$ cat src/rtl/return_addr_stack.sv
// ---------------------------------------------------------------------------
// return_addr_stack
//   Return-address stack for the fetch frontend. A predecoded call pushes its
//   link address (inst_pc + 4). A predecoded return pops the stack, and the
//   current top-of-stack is offered as the predicted jalr target. The stack is
//   a circular buffer with a saturating occupancy counter. A backend flush
//   empties it, and one-cycle pulses flag underflow and overflow.
//
//   Optional feature macro: RAS_OVERFLOW_WRAP_EN
//     defined   : a push while full overwrites the oldest entry (circular wrap)
//     undefined : a push while full is dropped (default build)
//
// Ports
//   clk, rst_n        clock; asynchronous active-low reset
//   pdec_valid        qualifies pdec_call / pdec_ret
//   pdec_call         predecoded call  -> push inst_pc + 4
//   pdec_ret          predecoded return -> pop
//   inst_pc           PC of the predecoded instruction
//   ras_flush         backend redirect; empties the stack
//   ras_top           top-of-stack address, 0 when empty
//   ras_top_valid     stack non-empty
//   ras_full          occupancy == RAS_DEPTH
//   ras_count         occupancy 0..RAS_DEPTH
//   ras_underflow     registered pulse: pop attempted on an empty stack
//   ras_overflow      registered pulse: push attempted while full
// ---------------------------------------------------------------------------
module return_addr_stack #(
  parameter  int ADDR_WIDTH = 32,
  parameter  int RAS_DEPTH  = 8,
  localparam int PTR_W      = $clog2(RAS_DEPTH)
) (
  input  logic                  clk,
  input  logic                  rst_n,
  input  logic                  pdec_valid,
  input  logic                  pdec_call,
  input  logic                  pdec_ret,
  input  logic [ADDR_WIDTH-1:0] inst_pc,
  input  logic                  ras_flush,
  output logic [ADDR_WIDTH-1:0] ras_top,
  output logic                  ras_top_valid,
  output logic                  ras_full,
  output logic [PTR_W:0]        ras_count,
  output logic                  ras_underflow,
  output logic                  ras_overflow
);

  localparam logic [PTR_W:0] DEPTH_CNT = (PTR_W+1)'(RAS_DEPTH);

  logic [ADDR_WIDTH-1:0] mem_reg [RAS_DEPTH];
  logic [PTR_W-1:0]      tos_reg, tos_next;
  logic [PTR_W:0]        count_reg, count_next;
  logic                  underflow_reg, underflow_next;
  logic                  overflow_reg, overflow_next;

  logic                  push, pop, empty, full;
  logic [ADDR_WIDTH-1:0] link;
  logic                  wr_en;
  logic [PTR_W-1:0]      wr_ptr;
  logic [RAS_DEPTH-1:0]  entry_we;

  assign push  = pdec_valid & pdec_call;
  assign pop   = pdec_valid & pdec_ret;
  assign empty = (count_reg == '0);
  assign full  = (count_reg == DEPTH_CNT);
  // Carry out of the top bit is discarded: the link wraps modulo 2^ADDR_WIDTH.
  assign link  = inst_pc + ADDR_WIDTH'(4);

  // Next-state selection. The flush wins over everything else and also
  // suppresses the error pulses.
  always_comb begin
    tos_next       = tos_reg;
    count_next     = count_reg;
    wr_en          = 1'b0;
    wr_ptr         = tos_reg;
    underflow_next = 1'b0;
    overflow_next  = 1'b0;
    if (ras_flush) begin
      tos_next   = '0;
      count_next = '0;
    end else if (push && pop && !empty) begin
      // Call and return in the same cycle replace the top entry in place.
      // This also applies while the stack is full.
      wr_en  = 1'b1;
      wr_ptr = tos_reg;
    end else if (push) begin
      // This branch also covers push+pop on an empty stack.
      if (!full) begin
        wr_en      = 1'b1;
        wr_ptr     = tos_reg + PTR_W'(1);
        tos_next   = tos_reg + PTR_W'(1);
        count_next = count_reg + (PTR_W+1)'(1);
      end else begin
        overflow_next = 1'b1;
`ifdef RAS_OVERFLOW_WRAP_EN
        // tos+1 is the oldest slot when full, so it is the one overwritten.
        wr_en    = 1'b1;
        wr_ptr   = tos_reg + PTR_W'(1);
        tos_next = tos_reg + PTR_W'(1);
`endif
      end
    end else if (pop) begin
      if (!empty) begin
        tos_next   = tos_reg - PTR_W'(1);
        count_next = count_reg - (PTR_W+1)'(1);
      end else begin
        underflow_next = 1'b1;
      end
    end
  end

  // One-hot write enable per entry.
  genvar gi;
  generate
    for (gi = 0; gi < RAS_DEPTH; gi++) begin : g_we
      assign entry_we[gi] = wr_en && (wr_ptr == PTR_W'(gi));
    end
  endgenerate

  // The entry array is cleared on reset, so it is built from flops rather
  // than block RAM. The top entry is also read combinationally.
  always_ff @(posedge clk or negedge rst_n) begin
    if (!rst_n) begin
      for (int i = 0; i < RAS_DEPTH; i++) mem_reg[i] <= '0;
    end else begin
      for (int i = 0; i < RAS_DEPTH; i++) begin
        if (entry_we[i]) mem_reg[i] <= link;
      end
    end
  end

  always_ff @(posedge clk or negedge rst_n) begin
    if (!rst_n) begin
      tos_reg       <= '0;
      count_reg     <= '0;
      underflow_reg <= 1'b0;
      overflow_reg  <= 1'b0;
    end else begin
      tos_reg       <= tos_next;
      count_reg     <= count_next;
      underflow_reg <= underflow_next;
      overflow_reg  <= overflow_next;
    end
  end

  // Outputs depend only on registered state.
  assign ras_top       = empty ? '0 : mem_reg[tos_reg];
  assign ras_top_valid = !empty;
  assign ras_full      = full;
  assign ras_count     = count_reg;
  assign ras_underflow = underflow_reg;
  assign ras_overflow  = overflow_reg;

endmodule

$ cat config.mk
export PLATFORM = sky130hd
export DESIGN_NAME = return_addr_stack
export DESIGN_NICKNAME = d
export VERILOG_FILES = /design/src/rtl/return_addr_stack.sv
export SDC_FILE = /design/constraint.sdc
export NUM_CORES = 1
export LEC_CHECK = 0
export CORE_MARGIN = 1.5
export CORE_UTILIZATION = 40
export CTS_CLUSTER_DIAMETER = 150
export DETAILED_ROUTE_END_ITERATION = 8
export HOLD_SLACK_MARGIN = 0.1
export PLACE_DENSITY = 0.58
export SYNTH_ARGS = -nofsm -noshare
export SYNTH_HDL_FRONTEND = slang
export SYNTH_SLANG_ARGS = --single-unit
$ cat constraint.sdc
create_clock -name clk -period 4.4 [get_ports clk]
set_input_delay 1.32 -clock clk [delete_from_list [all_inputs] [get_ports clk]]
set_output_delay 1.32 -clock clk [all_outputs]
set_load 0.005 [all_outputs]
---- Word-level counts from Yosys, hierarchy flattened ----
Cells that the tools add are included.
word-level totals
  bits in registers ....................... 265
  input bits .............................. 38
  output and inout port bits .............. 40
operators by class
  add/subtract/negate cells ............... 5
  $lt $le $gt $ge ......................... 1
  equal/unequal tests ..................... 11
  muxes and demuxes ....................... 32
  bitwise logic cells ..................... 3
  reduce and logical (&&, ||, !) cells .... 16
operators by type and width
  cell                                                       count
  binary-select mux 32 bit (select 3 bit)                    1
  2-to-1 mux 32 bit                                          3
  adder 32 x 3 -> 32 bit (second input constant)             1
  2-to-1 mux 3 bit                                           9
  2-to-1 mux 4 bit                                           6
  2-to-1 mux 1 bit                                           13
  equality test 3 bit (second input constant)                4
  logical AND 1 bit                                          10
  equality test 3 x 2 -> 1 bit (second input constant)       2
  != test 3 bit (second input constant)                      2
  adder 4 x 1 -> 4 bit (second input constant)               1
  equality test 4 bit (second input constant)                1
  greater-or-equal comparator 4 bit (second input constant)  1
  zero test 4 bit                                            1
  NOT 3 -> 4 bit                                             1
  AND reduction 4 bit                                        1
  subtractor 4 x 1 -> 4 bit (second input constant)          1
  adder 3 x 1 -> 3 bit (second input constant)               1
  equality test 3 x 1 -> 1 bit (second input constant)       1
  zero test 3 bit                                            1
  AND reduction 3 bit                                        1
  nonzero test 3 bit                                         1
  subtractor 3 x 1 -> 3 bit (second input constant)          1
  AND 1 bit                                                  2
  other kinds (2)                                            2

---- Logic depth before layout (Yosys ltp) ----
  depth in word-level cells ............... 7
  depth in mapped cells ................... 8
  depth with buffers taken out ............ 7

---- Least setup slack after synthesis ----
No wires, ideal clock.
  path type ............................... register to output
  from .................................... register tos_reg[0]
  to ...................................... output ras_top[10]
  data arrival time ....................... 1989 ps
  data required time ...................... 3080 ps
  slack ................................... 1091 ps
  stages on the path, launching flop included .. 7
  cell sequence ........................... dfrtp_1 -> clkbuf_1 -> clkbuf_1 -> buf_2 -> mux4_2 -> mux2i_1 -> nor2_1
on the way
  cells in the longest elaborated chain, start to end .. 5
RTL lines
  element                                               RTL line  RTL
  start: declaration                                    50        logic [PTR_W-1:0] tos_reg, tos_next;
  start signal: assignment                              138       tos_reg <= tos_next;
  NOT 3 -> 4 bit (not written as such)                  146       assign ras_top = empty ? '0 : mem_reg[tos_reg];
  binary-select mux 32 bit (select 3 bit)               146
  2-to-1 mux 32 bit (not written as such) (2 in a row)  146
  2-to-1 mux 32 bit                                     146
  end: declaration                                      39        output logic [ADDR_WIDTH-1:0] ras_top,
Every way passes these cells. The select of a mux whose other input is x is not followed.

---- Worst setup path after layout ----
  from .................................... register tos_reg[1]
  to ...................................... output ras_top[10]
Same word-level chain as after synthesis.

==> flow_results.org <==
** Run status
- Outcome :: completed

** GRT
- The initial antenna violation count is 0.
- Entering global routing, the biggest net connects 103 pins.
- Final global-route overflow total :: 0
- Global router's overall resource usage :: 0.184
- The number of global-route vias before repair came to 7,990.
- Wire length of the first global-routing pass :: 47.4 mm

** Finish
- Most common cell after layout, fill and taps aside :: sky130_fd_sc_hd__dfrtp_1
- In the final design database the tool counted 1,007 nets.
- Fillers :: 2,765
- Top library cells by usage in the layout, fill and taps aside :: sky130_fd_sc_hd__dfrtp_1 (262), sky130_fd_sc_hd__mux2_1 (142), sky130_fd_sc_hd__mux2_2 (107), sky130_fd_sc_hd__clkdlybuf4s50_1 (76), sky130_fd_sc_hd__mux4_2 (64)
- The repair_antennas step left the layout with diodes totalling 0.
- Largest register FFs :: 256
- In the final layout, the share of cells above drive strength 1 is 0.283.
- Final Util :: 0.481
- Area growth syn-to-layout :: 18.1%
- With fillers left out, the area of the finished cells amounts to 15,200 um2.

** Setup path
- Slack of the worst reg-to-reg path :: 1.31 ns
- CP max stage delay :: 0.83 ns
- Crit-path slowest cell :: sky130_fd_sc_hd__dfrtp_4
- Data arrives at the worst endpoint at 2.83 ns.
- Kind of critical path :: reg -> out
- The critical path contains buffers and inverters numbering 2 combined.
- Setup crit end kind :: output port
- Startpoint of the lowest-slack register-to-register path :: tos_reg[1]$_DFFE_PN0P_
- End of the worst register-to-register path :: mem_reg[235]$_DFFE_PN0P_
- Kind of cell with the highest combined delay on the critical path :: flip-flops
- In this run the worst path has a maximum fanout of 36.
- The worst setup path is launched from a register.
- Worst-case reg-to-reg path depth :: 8
- STA puts the critical path data required time at 3.08 ns.
- The signal on the critical path passes through buf_4, mux4_2, mux2i_1, nor2_1, clkdlybuf4s50_1.

** Power and ir drop
- Portion of total power attributed to combinational logic :: 0.283
- The internal portion of the total power is 0.00593 W.
- The share of total power dissipated in sequential elements is 0.433.
- Peak VDD IR :: 0.286 mV
- Relative contribution of the clock network to total power :: 0.284
- Switch share :: 0.275
- For this design the total switching power over the nets is 0.00225 W.
- The analysis attributes to cell leakage a power of 6.85 nW.
- Power spread over the standard cell area amounts to 537 nW/um2.

** Drt
- Across all layers, the routed design uses 7,579 vias.
- Routed Wire Length :: 29.5 mm
- The detailed router finished its first iteration with 351 violations.
- Number of iterations in the first detailed-routing pass :: 6
- Routed vias/inst :: 5.46
- In the final routed layout, each cell accounts on average for 21.3 um.
- The count of nets left with antenna violations once routing finished came out at 0.
- In the routed design, unresolved DRC markers number 0.

** Yosys
- By area the synthesized netlist is led by sky130_fd_sc_hd__dfrtp_1 (51%), sky130_fd_sc_hd__mux2_1 (12%), sky130_fd_sc_hd__mux4_2 (11%).
- Mux share of post-synthesis cell area :: 0.365
- Of the synthesized area, sequential elements account for 0.515.
- Of the post-synthesis cell area, the dominant cell type holds 0.515.
- The synthesized design spends more area on one cell type than any other, namely sky130_fd_sc_hd__dfrtp_1.
- Number of distinct library cells after synthesis :: 52
- Fraction of registers with async set or reset after synthesis :: 1.00
- In this run, synthesis inferred 0 flip-flops with an integrated enable.
- After synthesis the netlist holds a flip-flop and latch count of 265.
- Yosys printed 0 warnings.
- Fraction of synthesized cell area in xor and xnor cells :: 0.0231
- Of the total synthesized cell area, the portion taken by AND, OR, NAND and NOR gates is 0.0470.
- A synthesized cell averages 14.8 um2.
- The cell area that synthesis handed to floorplanning was 12,900 um2.
- The fraction of the mapped netlist area in compound gates is 0.0170.
- Of the total synthesized cell area, the portion taken by full adders, half adders and majority gates is 0.00641.
- Main combinational cell family by area after synthesis :: multiplexers
- Instance count of the mapped netlist :: 870
- For this run, the leading register cell type out of synthesis is sky130_fd_sc_hd__dfrtp_1.
- Post-Synthesis Net Count :: 914

** Timing
- RSZ-0062 raised after global routing :: false
- Post-layout min period :: 4.15 ns
- The clock arrives with 0.0150 ns of skew.
- Total Negative Setup Slacks :: 0 ns
- Dividing the final minimum period by the clock period gives 0.943.
- Worst Tran Pin Value :: 0.696 ns
- Hold violation total from the final report :: 0
- Based on the critical path, the design can be clocked at up to 0.241 GHz.
- Setup violation total in the final timing report :: 0
- Worst slew slack as a fraction of its limit :: 0.533
- The count of final max-slew check failures came to 0.

** Placed design
- Buffers placed on the I/O ports in this run total 77.
- Post-DP HPWL :: 18.3 mm
- RePlAce Congestion :: 0.738
- In this run the cell area measured after placement is 14,300 um2.

** Min path
- For hold timing, the worst endpoint is mem_reg[17]$_DFFE_PN0P_.
- Path type of the worst min-delay path :: reg -> reg
- The startpoint identified for the worst hold timing path is mem_reg[17]$_DFFE_PN0P_.
- Counting instances, the worst hold path has a depth of 1.

** Clock network
- CTS built an H-tree with a depth of 1.
- The tree built by TritonCTS fans out to 265 sinks.
- Buffers inserted to repair hold after CTS numbered 0.
- Clock tree from TritonCTS :: built
- Clock latency on the worst-skew pair, taken at its later pin, is 0.54 ns.
- Buffers added to address setup during post-CTS repair amount to 0.
- Gates resized during post-CTS repair numbered 0.
- TritonCTS created 29 clock buffers.
- The clock passes through at most 3 buffers.
- In this run the clock root is driven by a sky130_fd_sc_hd__clkbuf_16.
- Clock slew at the register clock pins of the worst setup and hold paths :: 0.06 ns

** Floorplanning
- In this run the standard cell core region covers 31,600 um2.
- Width of the die :: 182 um
- Die footprint :: 33,300 um2
- Starting Density :: 0.407
- Measured along the y axis, the die boundary spans 182 um.
- Top-Level Pins :: 78
- The floorplan has 65 rows.

** Run
- Reported max-cap violation count :: 0
stage by stage:
stage	cells	hold WS [ns]	worst slack (ns)	power, W
floorplan	870	0.452	1.09	0.00503
global placement	1334	0.463	0.402	0.00589
detailed placement	1334	0.469	0.459	0.00595
CTS	1387	0.482	0.239	0.00830
global route	1387	0.491	0.173	0.00868
finish	1387	0.478	0.250	0.00818
layer usage:
metal / wire [um] / part of all wire / global-route usage / vias up
met5: 0 / 0 / 0 / -
met4: 448 / 0.015 / 0.0367 / 0
met3: 1170 / 0.040 / 0.0245 / 30
met2: 14300 / 0.48 / 0.307 / 127
met1: 13600 / 0.46 / 0.260 / 4008
li1: - / - / - / 3414
layout make-up:
type	instances	area, um2	share of cell area
timing repair buffer	114	1180	0.0774
multi-input combinational	542	5940	0.390
sequential	265	6640	0.436
clock buffer	46	880	0.0578
tap	402	503	0.0330
clock inverter	7	35.0	0.00230
inverter	11	41.3	0.00271
power groups by stage:
stage	Combinational, W	Sequential [W]	Clock [W]
5_1_grt	0.00255	0.00365	0.00248
3_5_place_dp	0.00236	0.00359	0
4_1_cts	0.00237	0.00355	0.00238
2_1_floorplan	0.00161	0.00342	0
6_report	0.00231	0.00355	0.00232
3_3_place_gp	0.00232	0.00357	0
synth_stat cells, types with 6 or more instances:
cell type                  instances
sky130_fd_sc_hd__dfrtp_1         265
sky130_fd_sc_hd__mux2i_1          39
sky130_fd_sc_hd__buf_4            13
sky130_fd_sc_hd__nand2_1          12
sky130_fd_sc_hd__nand4_1          16
sky130_fd_sc_hd__mux2_2          107
sky130_fd_sc_hd__clkbuf_1         17
sky130_fd_sc_hd__and3_1            6
sky130_fd_sc_hd__buf_2            13
sky130_fd_sc_hd__buf_6             6
sky130_fd_sc_hd__xnor2_1          25
sky130_fd_sc_hd__mux4_2           64
sky130_fd_sc_hd__nor2_1           50
sky130_fd_sc_hd__nand3_1          10
sky130_fd_sc_hd__inv_1            10
sky130_fd_sc_hd__mux2_1          142
sky130_fd_sc_hd__xor2_1            9
worst max path at each step:
stage | start | to | slack [ns] | cells past startpoint
2_1_floorplan | tos_reg[0]$_DFFE_PN0P_ | ras_top[10] | 1.09 | 6
3_3_place_gp | inst_pc[2] | mem_reg[180]$_DFFE_PN0P_ | 0.40 | 8
3_5_place_dp | inst_pc[2] | mem_reg[148]$_DFFE_PN0P_ | 0.46 | 8
4_1_cts | tos_reg[1]$_DFFE_PN0P_ | ras_top[10] | 0.24 | 5
5_1_grt | tos_reg[1]$_DFFE_PN0P_ | ras_top[10] | 0.17 | 5
6_report | tos_reg[1]$_DFFE_PN0P_ | ras_top[10] | 0.25 | 5
cells by family after synthesis:
family | after synthesis
compound gates | 27
xor+xnor | 34
fa+ha+maj | 6
buf+inv | 63
flops | 265
mux | 356
simple gates | 119
(Power assumes the default switching activity.)
